File: src/rtl/main_note_engine.sv
// Note-control core: synchronizes keys/buttons/switch, applies transpose, latch, mute and panic,
// and registers the 27-bit active-note vector. Optional button debouncing via MAIN_NOTE_DEBOUNCE_EN.
module main_note_engine #(
  parameter int DEBOUNCE_CYCLES = 16,
  parameter int MAX_SHIFT       = 12
) (
  input  logic        clk,
  input  logic        reset,
  output logic [26:0] note,
  input  logic [26:0] key,
  input  logic        b1,
  input  logic        b2,
  input  logic        b3,
  input  logic        b4,
  input  logic        b5,
  input  logic        sw1
);
  localparam int NK = 27;
  localparam int NB = 5;
  localparam int OW = $clog2(MAX_SHIFT + 1) + 1;

  localparam logic signed [OW-1:0] P_MAX = OW'(MAX_SHIFT);
  localparam logic signed [OW-1:0] P_MIN = -P_MAX;

  // Button index order: 0=b1 up, 1=b2 down, 2=b3 mute, 3=b4 panic, 4=b5 transpose reset
  localparam int BI_UP = 0, BI_DN = 1, BI_MUTE = 2, BI_PANIC = 3, BI_RST = 4;

  if (DEBOUNCE_CYCLES < 1 || MAX_SHIFT < 1 || MAX_SHIFT > NK - 1) begin : g_bad_param
    $error("main_note_engine: DEBOUNCE_CYCLES must be >= 1 and MAX_SHIFT in 1..26");
  end

  logic [NB-1:0] w_btn_raw;
  assign w_btn_raw = {b5, b4, b3, b2, b1};

  logic [NK-1:0] r_key_s1, r_key_s2, r_key_d;
  logic [NB-1:0] r_btn_s1, r_btn_s2;
  logic          r_sw_s1, r_sw_s2, r_sw_d;

  always_ff @(posedge clk or posedge reset) begin
    if (reset) begin
      r_key_s1 <= '0;
      r_key_s2 <= '0;
      r_key_d  <= '0;
      r_btn_s1 <= '0;
      r_btn_s2 <= '0;
      r_sw_s1  <= 1'b0;
      r_sw_s2  <= 1'b0;
      r_sw_d   <= 1'b0;
    end else begin
      r_key_s1 <= key;
      r_key_s2 <= r_key_s1;
      r_key_d  <= r_key_s2;
      r_btn_s1 <= w_btn_raw;
      r_btn_s2 <= r_btn_s1;
      r_sw_s1  <= sw1;
      r_sw_s2  <= r_sw_s1;
      r_sw_d   <= r_sw_s2;
    end
  end

  logic [NB-1:0] w_deb;

`ifdef MAIN_NOTE_DEBOUNCE_EN
  localparam int CW = $clog2(DEBOUNCE_CYCLES + 1);
  logic [NB-1:0][CW-1:0] r_cnt;
  logic [NB-1:0]         r_deb;

  // Level flips on the DEBOUNCE_CYCLES-th consecutive differing sample
  always_ff @(posedge clk or posedge reset) begin
    if (reset) begin
      r_cnt <= '0;
      r_deb <= '0;
    end else begin
      for (int b = 0; b < NB; b++) begin
        if (r_btn_s2[b] != r_deb[b]) begin
          if (r_cnt[b] == CW'(DEBOUNCE_CYCLES - 1)) begin
            r_deb[b] <= ~r_deb[b];
            r_cnt[b] <= '0;
          end else begin
            r_cnt[b] <= r_cnt[b] + CW'(1);
          end
        end else begin
          r_cnt[b] <= '0;
        end
      end
    end
  end

  assign w_deb = r_deb;
`else
  assign w_deb = r_btn_s2;
`endif

  logic [NB-1:0] r_deb_d;
  logic [NB-1:0] w_evt;

  always_ff @(posedge clk or posedge reset) begin
    if (reset) r_deb_d <= '0;
    else       r_deb_d <= w_deb;
  end

  assign w_evt = w_deb & ~r_deb_d;

  logic [NK-1:0] w_key_rise;
  logic          w_sw_chg;
  logic [NK-1:0] r_latch;

  assign w_key_rise = r_key_s2 & ~r_key_d;
  assign w_sw_chg   = r_sw_s2 ^ r_sw_d;

  always_ff @(posedge clk or posedge reset) begin
    if (reset)
      r_latch <= '0;
    else if (w_evt[BI_PANIC] || w_sw_chg || !r_sw_s2)
      r_latch <= '0;
    else
      r_latch <= r_latch ^ w_key_rise;
  end

  logic signed [OW-1:0] r_off, w_off_nxt;
  logic                 r_mute, w_mute_nxt;

  always_comb begin
    w_off_nxt = r_off;
    if (w_evt[BI_PANIC] || w_evt[BI_RST])
      w_off_nxt = '0;
    else if (w_evt[BI_UP] && w_evt[BI_DN])
      w_off_nxt = r_off;
    else if (w_evt[BI_UP] && r_off != P_MAX)
      w_off_nxt = r_off + OW'(1);
    else if (w_evt[BI_DN] && r_off != P_MIN)
      w_off_nxt = r_off - OW'(1);
  end

  always_comb begin
    w_mute_nxt = r_mute;
    if (w_evt[BI_PANIC])     w_mute_nxt = 1'b0;
    else if (w_evt[BI_MUTE]) w_mute_nxt = ~r_mute;
  end

  always_ff @(posedge clk or posedge reset) begin
    if (reset) begin
      r_off  <= '0;
      r_mute <= 1'b0;
    end else begin
      r_off  <= w_off_nxt;
      r_mute <= w_mute_nxt;
    end
  end

  logic [NK-1:0] w_src, w_shift, w_note_nxt, r_note;
  logic [OW-1:0] w_mag;

  assign w_src = r_sw_s2 ? r_latch : r_key_s2;
  assign w_mag = r_off[OW-1] ? OW'(-r_off) : OW'(r_off);

  // Logical shifts drop notes pushed past either end of the keyboard
  assign w_shift    = r_off[OW-1] ? (w_src >> w_mag) : (w_src << w_mag);
  assign w_note_nxt = r_mute ? '0 : w_shift;

  always_ff @(posedge clk or posedge reset) begin
    if (reset) r_note <= '0;
    else       r_note <= w_note_nxt;
  end

  assign note = r_note;
endmodule

File: config.mk
export PLATFORM = sky130hd
export DESIGN_NAME = main_note_engine
export DESIGN_NICKNAME = d
export VERILOG_FILES = /design/src/rtl/main_note_engine.sv
export SDC_FILE = /design/constraint.sdc
export NUM_CORES = 1
export LEC_CHECK = 0
export CAP_MARGIN = 20
export CORE_MARGIN = 2
export CORE_UTILIZATION = 30
export CTS_CLUSTER_DIAMETER = 100
export DETAILED_ROUTE_END_ITERATION = 16
export SYNTH_ARGS = -nofsm -noshare
export SYNTH_HDL_FRONTEND = slang
export SYNTH_SLANG_ARGS = --single-unit
File: constraint.sdc
create_clock -name clk -period 6.9 [get_ports clk]
set_input_delay 1.725 -clock clk [delete_from_list [all_inputs] [get_ports clk]]
set_output_delay 1.725 -clock clk [all_outputs]
set_load 0.005 [all_outputs]
==> results by stage, run 1 <==
Routing:
- Using the TritonRoute via totals, the vias-per-cell ratio works out to about 5.1.
- The first routing iteration left around 460 violations.
- The detail route stage leaves a number of antenna-violating nets equal to 0.
- In the routed design, unresolved DRC markers number 0.
- After detailed routing, the average wire length per cell comes to around 18 µm.
- For this block, the routed nets add up to about 19 mm of wire.
- The number of search-and-repair iterations in the first detailed-routing pass is 5.
- The count of vias placed by the detailed router is ~5500.

CTS:
- The longest clock path from root to sink contains 2 buffers.
- The clock insertion delay at the later pin of the skew report is around 0.43 ns.
- The clock slew seen by the registers of the worst setup and hold paths is around 0.070 ns.
- The count of H-tree levels built during CTS is 4.
- Counting every sink on the clock net gives between 150 and 200.
- The TritonCTS clock tree is built.
- Clock tree synthesis inserted a total of 17 buffers.
- In this run, post-CTS hold repair placed 0 buffers.
- The tree is rooted in a clkbuf_16.
- The number of gates resized after cts is 0.
- The number of setup buffers added after CTS is 0.

GRT:
- The largest net degree at the start of global routing is 113.
- Global routing used 3.39% of the available met3 tracks.
- The via count of the first global-routing pass was about 5300.
- In the global route stage, met1 resource usage came out at between 20% and 30%.
- The global-route wire length before repair is between 30 and 40 mm.
- For this run the aggregate overflow at the end of global routing stands at 0.
- The combined global-route utilization of all metal layers is between 10% and 20%.
- The met2 capacity usage during global routing is between 10% and 20%.
- The initial antenna violation count is 0.
- The global routing stage identified its most utilized layer as met1.

Placement:
- Summed over all nets, the half-perimeter wirelength after detailed placement is between 10 and 15 mm.
- Counting tap cells, the placed design contains a total of around 1000 instances.
- In this run the tool buffered the top-level ports with roughly 60 buffer cells.
- The congestion estimate from routability-driven global placement came to ~0.91.

Setup path:
- The category of the critical setup timing path is flip-flop to flip-flop.
- The worst endpoint data arrival time is just under 4 ns.
- The startpoint of the most critical setup path is r_off[0].
- The reg2reg setup slack is roughly 3.3 ns.
- The launch instance of the worst register-to-register path is r_off[0].
- In this run the worst setup path terminates at note[14].
- Counting cells, the worst reg-to-reg path comes to 10.
- In this run the worst path has a maximum fanout of 60.
- The worst register-to-register path ends at note[14].
- The type of origin of the critical path is a flip-flop.
- STA classifies the critical path endpoint as a flip-flop.
- The critical path required time is between 7 and 8 ns.

Synth:
- The number of enable flip-flop cells after synthesis is 0.
- The cell count after synthesis came out at ~670.
- The average footprint of a synthesized cell is 12.1 µm².
- The count of different cell masters after synthesis is 56.
- Counting flops and latches in the post-synthesis netlist gives between 150 and 200.
- After synthesis, the cell types taking the most area are dfrtp_1 (49%), mux4_2 (15%), mux2i_1 (6.0%).
- The number of warnings issued by yosys is 0.
- The top-area cell type share of the netlist area is ~49%.
- The library cell occupying the most area in the post-synthesis netlist is dfrtp_1.
- The synthesized netlist occupies a cell area of between 8000 and 9000 µm².
- The net count of the mapped netlist is 705.
- The proportion of synthesized flip-flops having asynchronous set or reset is between 90% and 100%.
- In the synthesized netlist the dominant register cell turns out to be dfrtp_1.
- Sequential cells were found to cover between 40% and 50% of the synthesized design area.

Layout:
- The register cell area after layout is 3980 µm².
- The most common cell after layout, fill and taps aside is dfrtp_1.
- The number of nets in the finished design is around 760.
- Leaving out fill and tap cells, the most frequent cells in the layout are dfrtp_1 (157), nor2_1 (100), clkdlybuf4s50_1 (61), mux4_2 (53), mux2i_1 (48).
- The fraction of final layout cells with drive strength greater than 1 is between 10% and 20%.
- Excluding fillers, the count of instances in the completed layout stands at roughly 1100.
- The layout filler cell count is roughly 2600.
- The multi-input logic area is roughly 3800 µm².
- The number of diodes is 0.
- Relative to the synthesized area, the layout overhead comes to 18.6%.
- Cells fill between 30% and 40% of the core in the end.

Pwr:
- The analysis attributes to cell leakage a power of a little under 0.004 µW.
- The worst-case IR drop observed on VDD is between 0.1 and 0.15 mV.
- The power density normalized to cell area is between 300 and 400 nW/µm².

Outcome:
- The flow ran to the end, and the final reports show no timing, DRC or antenna violations.

STA:
- Timing would allow up to around 280 MHz.
- Setup violations remaining at the end of the flow were counted as 0.
- The count of pins over their slew limit is 0.
- Setup repair after global routing left no endpoint under its margin.
- The minimum period implied by the final worst setup slack is ~3.6 ns.
- Adding up every negative setup slack in the final design gives 0 ns.
- The slew at the pin closest to its max-slew limit is roughly 0.96 ns.
- The final setup skew is around 0.011 ns.
- In this run the tightest slew margin relative to its limit is between 30% and 40%.
- The worst path uses a little over half of the clock period.
- The hold slack is around 0.34 ns.
- The number of hold violations in the final report was 0.

Min path:
- In this run the worst hold path is classified as flip-flop to flip-flop.

Die:
- The die covers roughly 28000 µm².
- The horizontal extent of the die is approximately 170 µm.
- The number of top-level design ports is between 60 and 70.
- The area of the core is between 20000 and 30000 µm².
- The die span in y is 168 µm.
- The starting density of the core is between 30 and 40%.
- The number of cell rows is 60.

Job:
- The count of maximum capacitance violations is 0.
## worst min path at each step
stage	from	end	slack [ns]	depth (start not counted)
final	r_key_s1[19]	r_key_s2[19]	0.34	0
after global routing	r_key_s1[17]	r_key_s2[17]	0.35	0
after CTS	r_key_s1[19]	r_key_s2[19]	0.35	0
after detailed placement	r_btn_s1[3]	r_btn_s2[3]	0.33	0
after global placement	r_btn_s1[0]	r_btn_s2[0]	0.33	0
after floorplan	r_btn_s1[0]	r_btn_s2[0]	0.33	0
## area by class of cell
| class | count | area share (%) |
|---|---|---|
| inverter | 8 | 0.366 |
| clock buffer | 17 | 4.44 |
| timing repair buffer | 71 | 7.45 |
| sequential | 159 | 41.6 |
| multi-input combinational | 458 | 40.1 |
| clock inverter | 15 | 1.55 |
| tap | 341 | 4.45 |
## critical path: stages, from the launching register on
cell	delay, ns
dfrtp_2	0.34
buf_4	0.56
inv_1	0.15
ha_1	0.29
nand2b_2	0.26
xor2_4	0.53
buf_4	0.44
mux2i_1	0.34
nor2_1	0.06
a31oi_1	0.28
o221ai_1	0.21
## cells in the mapped netlist, types with 4 or more instances
cell type,n
a21oi_1,26
a22oi_1,4
a31oi_1,5
buf_2,19
buf_4,6
buf_6,4
clkbuf_1,10
dfrtp_1,159
ha_1,4
inv_1,8
mux2_2,8
mux2i_1,48
mux4_2,53
nand2_1,28
nand3_1,9
nor2_1,100
nor2b_1,30
nor3_1,17
nor4_1,4
o211ai_1,6
o21ai_0,15
o21ai_1,11
o221ai_1,7
o22ai_1,6
xnor2_1,35
## per-layer routing
metal	wire length, µm	share of wire, %	up-vias
met1	9400	49	2730
met3	1230	6.4	28
met5	0	0	-
li1	-	-	2527
met2	8090	42	193
met4	543	2.8	0
## where the power goes
part,internal [µW],total [µW],switching (µW)
registers,1040,1130,85.8
clock network,508,926,418
logic,518,1200,680
total,2070,3250,1180
## state kept, by name, summed over array words and instances (netlist names)
signal and flops:
note 27, r_key_d 27, r_key_s1 27, r_key_s2 27
r_latch 27, r_btn_s1 5, r_btn_s2 5, r_deb_d 5
r_off 5, r_mute 1, r_sw_d 1, r_sw_s1 1
r_sw_s2 1
## metrics by stage
stage               area (µm²)  total power [µW]  setup slack, ns
finish                    9580              3250             3.27
CTS                       9550              3260             3.30
global route              9580              3420             2.93
global placement          8960              2330             3.28
detailed placement        8980              2320             3.25
floorplan                 8070              1920            0.883
## logic make-up after synthesis
kind of cell / after synthesis / share of synthesized area (%)
XOR/XNOR: 37 / 4.25
flip-flops: 159 / 49.3
buffers and inverters: 48 / 3.38
AO/OA/AOI/OAI: 108 / 8.85
multiplexers: 112 / 22.3
AND/OR/NAND/NOR: 196 / 11.0
adder cells (fa/ha/maj): 5 / 0.868
Note: power is estimated with default switching activity, not from simulation.
==> inputs of run 2 (changes only) <==
==> constraint.sdc (replaced) <==
create_clock -name clk -period 3.1 [get_ports clk]
set_input_delay 0.775 -clock clk [delete_from_list [all_inputs] [get_ports clk]]
set_output_delay 0.775 -clock clk [all_outputs]
set_load 0.005 [all_outputs]
==> results by stage, run 2 (synthesis results as in run 1) <==
Outcome:
- The flow ran to the end, and the final reports show no timing, DRC or antenna violations.

GRT:
- The via count of the first global-routing pass came to ~5500.
- Global routing finished with a remaining overflow of 0.
- The largest net degree at the start of global routing is 60.
- In the global route stage, overall resource usage came out at 14.6%.
- The global-route wire length before repair is 31.9 mm.
- The initial antenna violation count was 0.

STA:
- The number of hold violations in the final report is 0.
- The minimum period implied by the final worst setup slack is between 2 and 3 ns.
- Between clock sinks in the finished design, the worst skew comes to 0.00944 ns.
- Setup repair after global routing left no endpoint under its margin.
- Adding up every negative setup slack in the final design gives 0 ns.
- The final critical path takes up between 80 and 90% of the cycle.
- The total setup violations reported at the end of the flow is 0.
- The count of pins over their slew limit came to 0.
- For this run, the top clock speed supported by timing is approximately 360 MHz.
- On the final layout, the worst hold slack is ~0.35 ns.
- The worst max-slew margin expressed relative to the limit is around half.
- The slew at the pin closest to its max-slew limit is 0.739 ns.

Placement:
- The last weighted congestion value of the routability-driven placer is around 0.93.
- The HPWL after detailed placement is around 14 mm.
- Buffers placed on the I/O ports in this run total a little over 60.

Layout:
- The final design utilization is a little over a third.
- The post-route netlist has between 15 and 20% of its cells at a drive strength greater than 1.
- The repair_antennas step left the layout with diodes totalling 0.
- After filler insertion, the fill cell instance count of the layout stands at around 2500.
- The synthesis-to-finish area growth is 20.5%.
- Leaving out fill and tap cells, the most frequent cells in the layout are dfrtp_1 (157), nor2_1 (100), clkdlybuf4s50_1 (61), mux4_2 (53), mux2i_1 (48).
- The number of nets in the finished design is around 760.
- The most common cell after layout, fill and taps aside is dfrtp_1.

CTS:
- The clock insertion delay at the later pin of the skew report is ~0.43 ns.
- Buffers added to address setup during post-CTS repair amount to 0.
- The TritonCTS clock tree is built.
- The number of hold buffers added after cts is 0.
- The clock slew seen by the registers of the worst setup and hold paths is around 0.07 ns.
- The count of H-tree levels built during CTS is 4.
- The number of gates resized after cts is 0.
- The cell sitting at the root of the clock tree is a clkbuf_16.
- Counting the buffers created by CTS gives 17.
- The number of clock sinks seen by CTS is ~160.
- Counting along the longest clock path gives a buffer depth of 2.

Die:
- In this run the vertical extent of the chip is 168 µm.
- The number of top-level design ports is between 60 and 70.
- The total area inside the core boundary comes to about 27000 µm².
- The number of cell rows is 60.
- The area enclosed by the die boundary is between 20000 and 30000 µm².
- The die is 168 µm wide.
- For this configuration, the core starts out at a cell density of a little under a third.

Pwr:
- The standby leakage power is 0.00394 µW.
- The worst ir drop on vdd is about 0.28 mV.
- The power density normalized to cell area is around 760 nW/µm².

Routing:
- Summed over all nets, wire length on met2 after detailed routing comes to 8.36 mm.
- The number of search-and-repair iterations in the first detailed-routing pass is 5.
- The highest metal layer used by the detailed router is met4.
- The count of vias placed by the detailed router is 5557.
- The violation count after the first detailed-routing iteration is 547.
- The total met3 wirelength after detailed routing is around 1.0 mm.
- The final routed DRC violation total is 0.
- After detailed routing, the number of vias per cell comes to just over 5.
- The post-route antenna net violation count is 0.
- The routed wirelength normalized by instance count is ~18 µm.
- After detailed routing, the wire length on met1 is roughly 9.4 mm.
- The final layout contains routed wiring with a total length of a little under 20 mm.

Setup path:
- In this run the worst path has a maximum fanout of 5.
- The type of origin of the critical path is a flip-flop.
- STA classifies the critical path endpoint as a flip-flop.
- At the worst endpoint, the required time is approximately 3.4 ns.
- The worst endpoint data arrival time is around 3.1 ns.
- The critical path is of the flip-flop to flip-flop type.

Job:
- The tool flagged a number of max-cap violations equal to 0.

Min path:
- The kind of path behind the tightest hold check is flip-flop to flip-flop.
## run 2: area by class of cell
class / instances / area (µm²) / area share [%]
flip-flops and latches: 159 / 3980 / 40.9
multi-input cells: 458 / 3840 / 39.4
repair buffers: 80 / 828 / 8.51
clock buffers: 19 / 443 / 4.55
well taps: 341 / 427 / 4.39
clock inverters: 13 / 176 / 1.81
inverters: 8 / 33.8 / 0.347
## run 2: worst max-delay path: stages, from the launching register on
cell      delay (ns)
dfrtp_2         0.40
inv_1           0.07
ha_1            0.23
nand3_1         0.11
o21ai_0         0.54
ha_1            0.39
a21o_1          0.19
a21oi_1         0.24
xnor2_1         0.15
a21oi_1         0.08
a311oi_1        0.27
## run 2: metal layers
layer / vias up / GRT usage [%]
met5: - / 0
met4: 0 / 6.35
met3: 37 / 3.10
met2: 201 / 20.5
met1: 2773 / 21.7
li1: 2546 / -
## run 2: through the flow
step / std cells / instance area, µm² / total power [µW] / worst slack (ns)
2_1_floorplan: 665 / 8080 / 4270 / 0.215
3_3_place_gp: 1046 / 9110 / 5260 / 0.496
3_5_place_dp: 1046 / 9110 / 5250 / 0.363
4_1_cts: 1078 / 9730 / 7500 / 0.342
6_report: 1078 / 9730 / 7440 / 0.331
5_1_grt: 1078 / 9730 / 7850 / 0.144
## run 2: worst paths after layout
path	slack [ns]	to	startpoint	depth (start not counted)
worst max-delay path	0.33	r_off[4]	r_off[0]	10
worst min-delay path	0.35	r_key_s2[6]	r_key_s1[6]	0
worst max register to register	0.33	r_off[4]	r_off[0]	10
worst min register to register	0.35	r_key_s2[6]	r_key_s1[6]	0
max in group asynchronous	1.62	r_sw_s2	reset	3
min in group asynchronous	0.74	r_key_s1[9]	reset	2
## run 2: power breakdown
group / switching [µW] / internal (µW)
clock: 898 / 1310
sequential: 150 / 2310
combinational: 1550 / 1220
total: 2600 / 4840
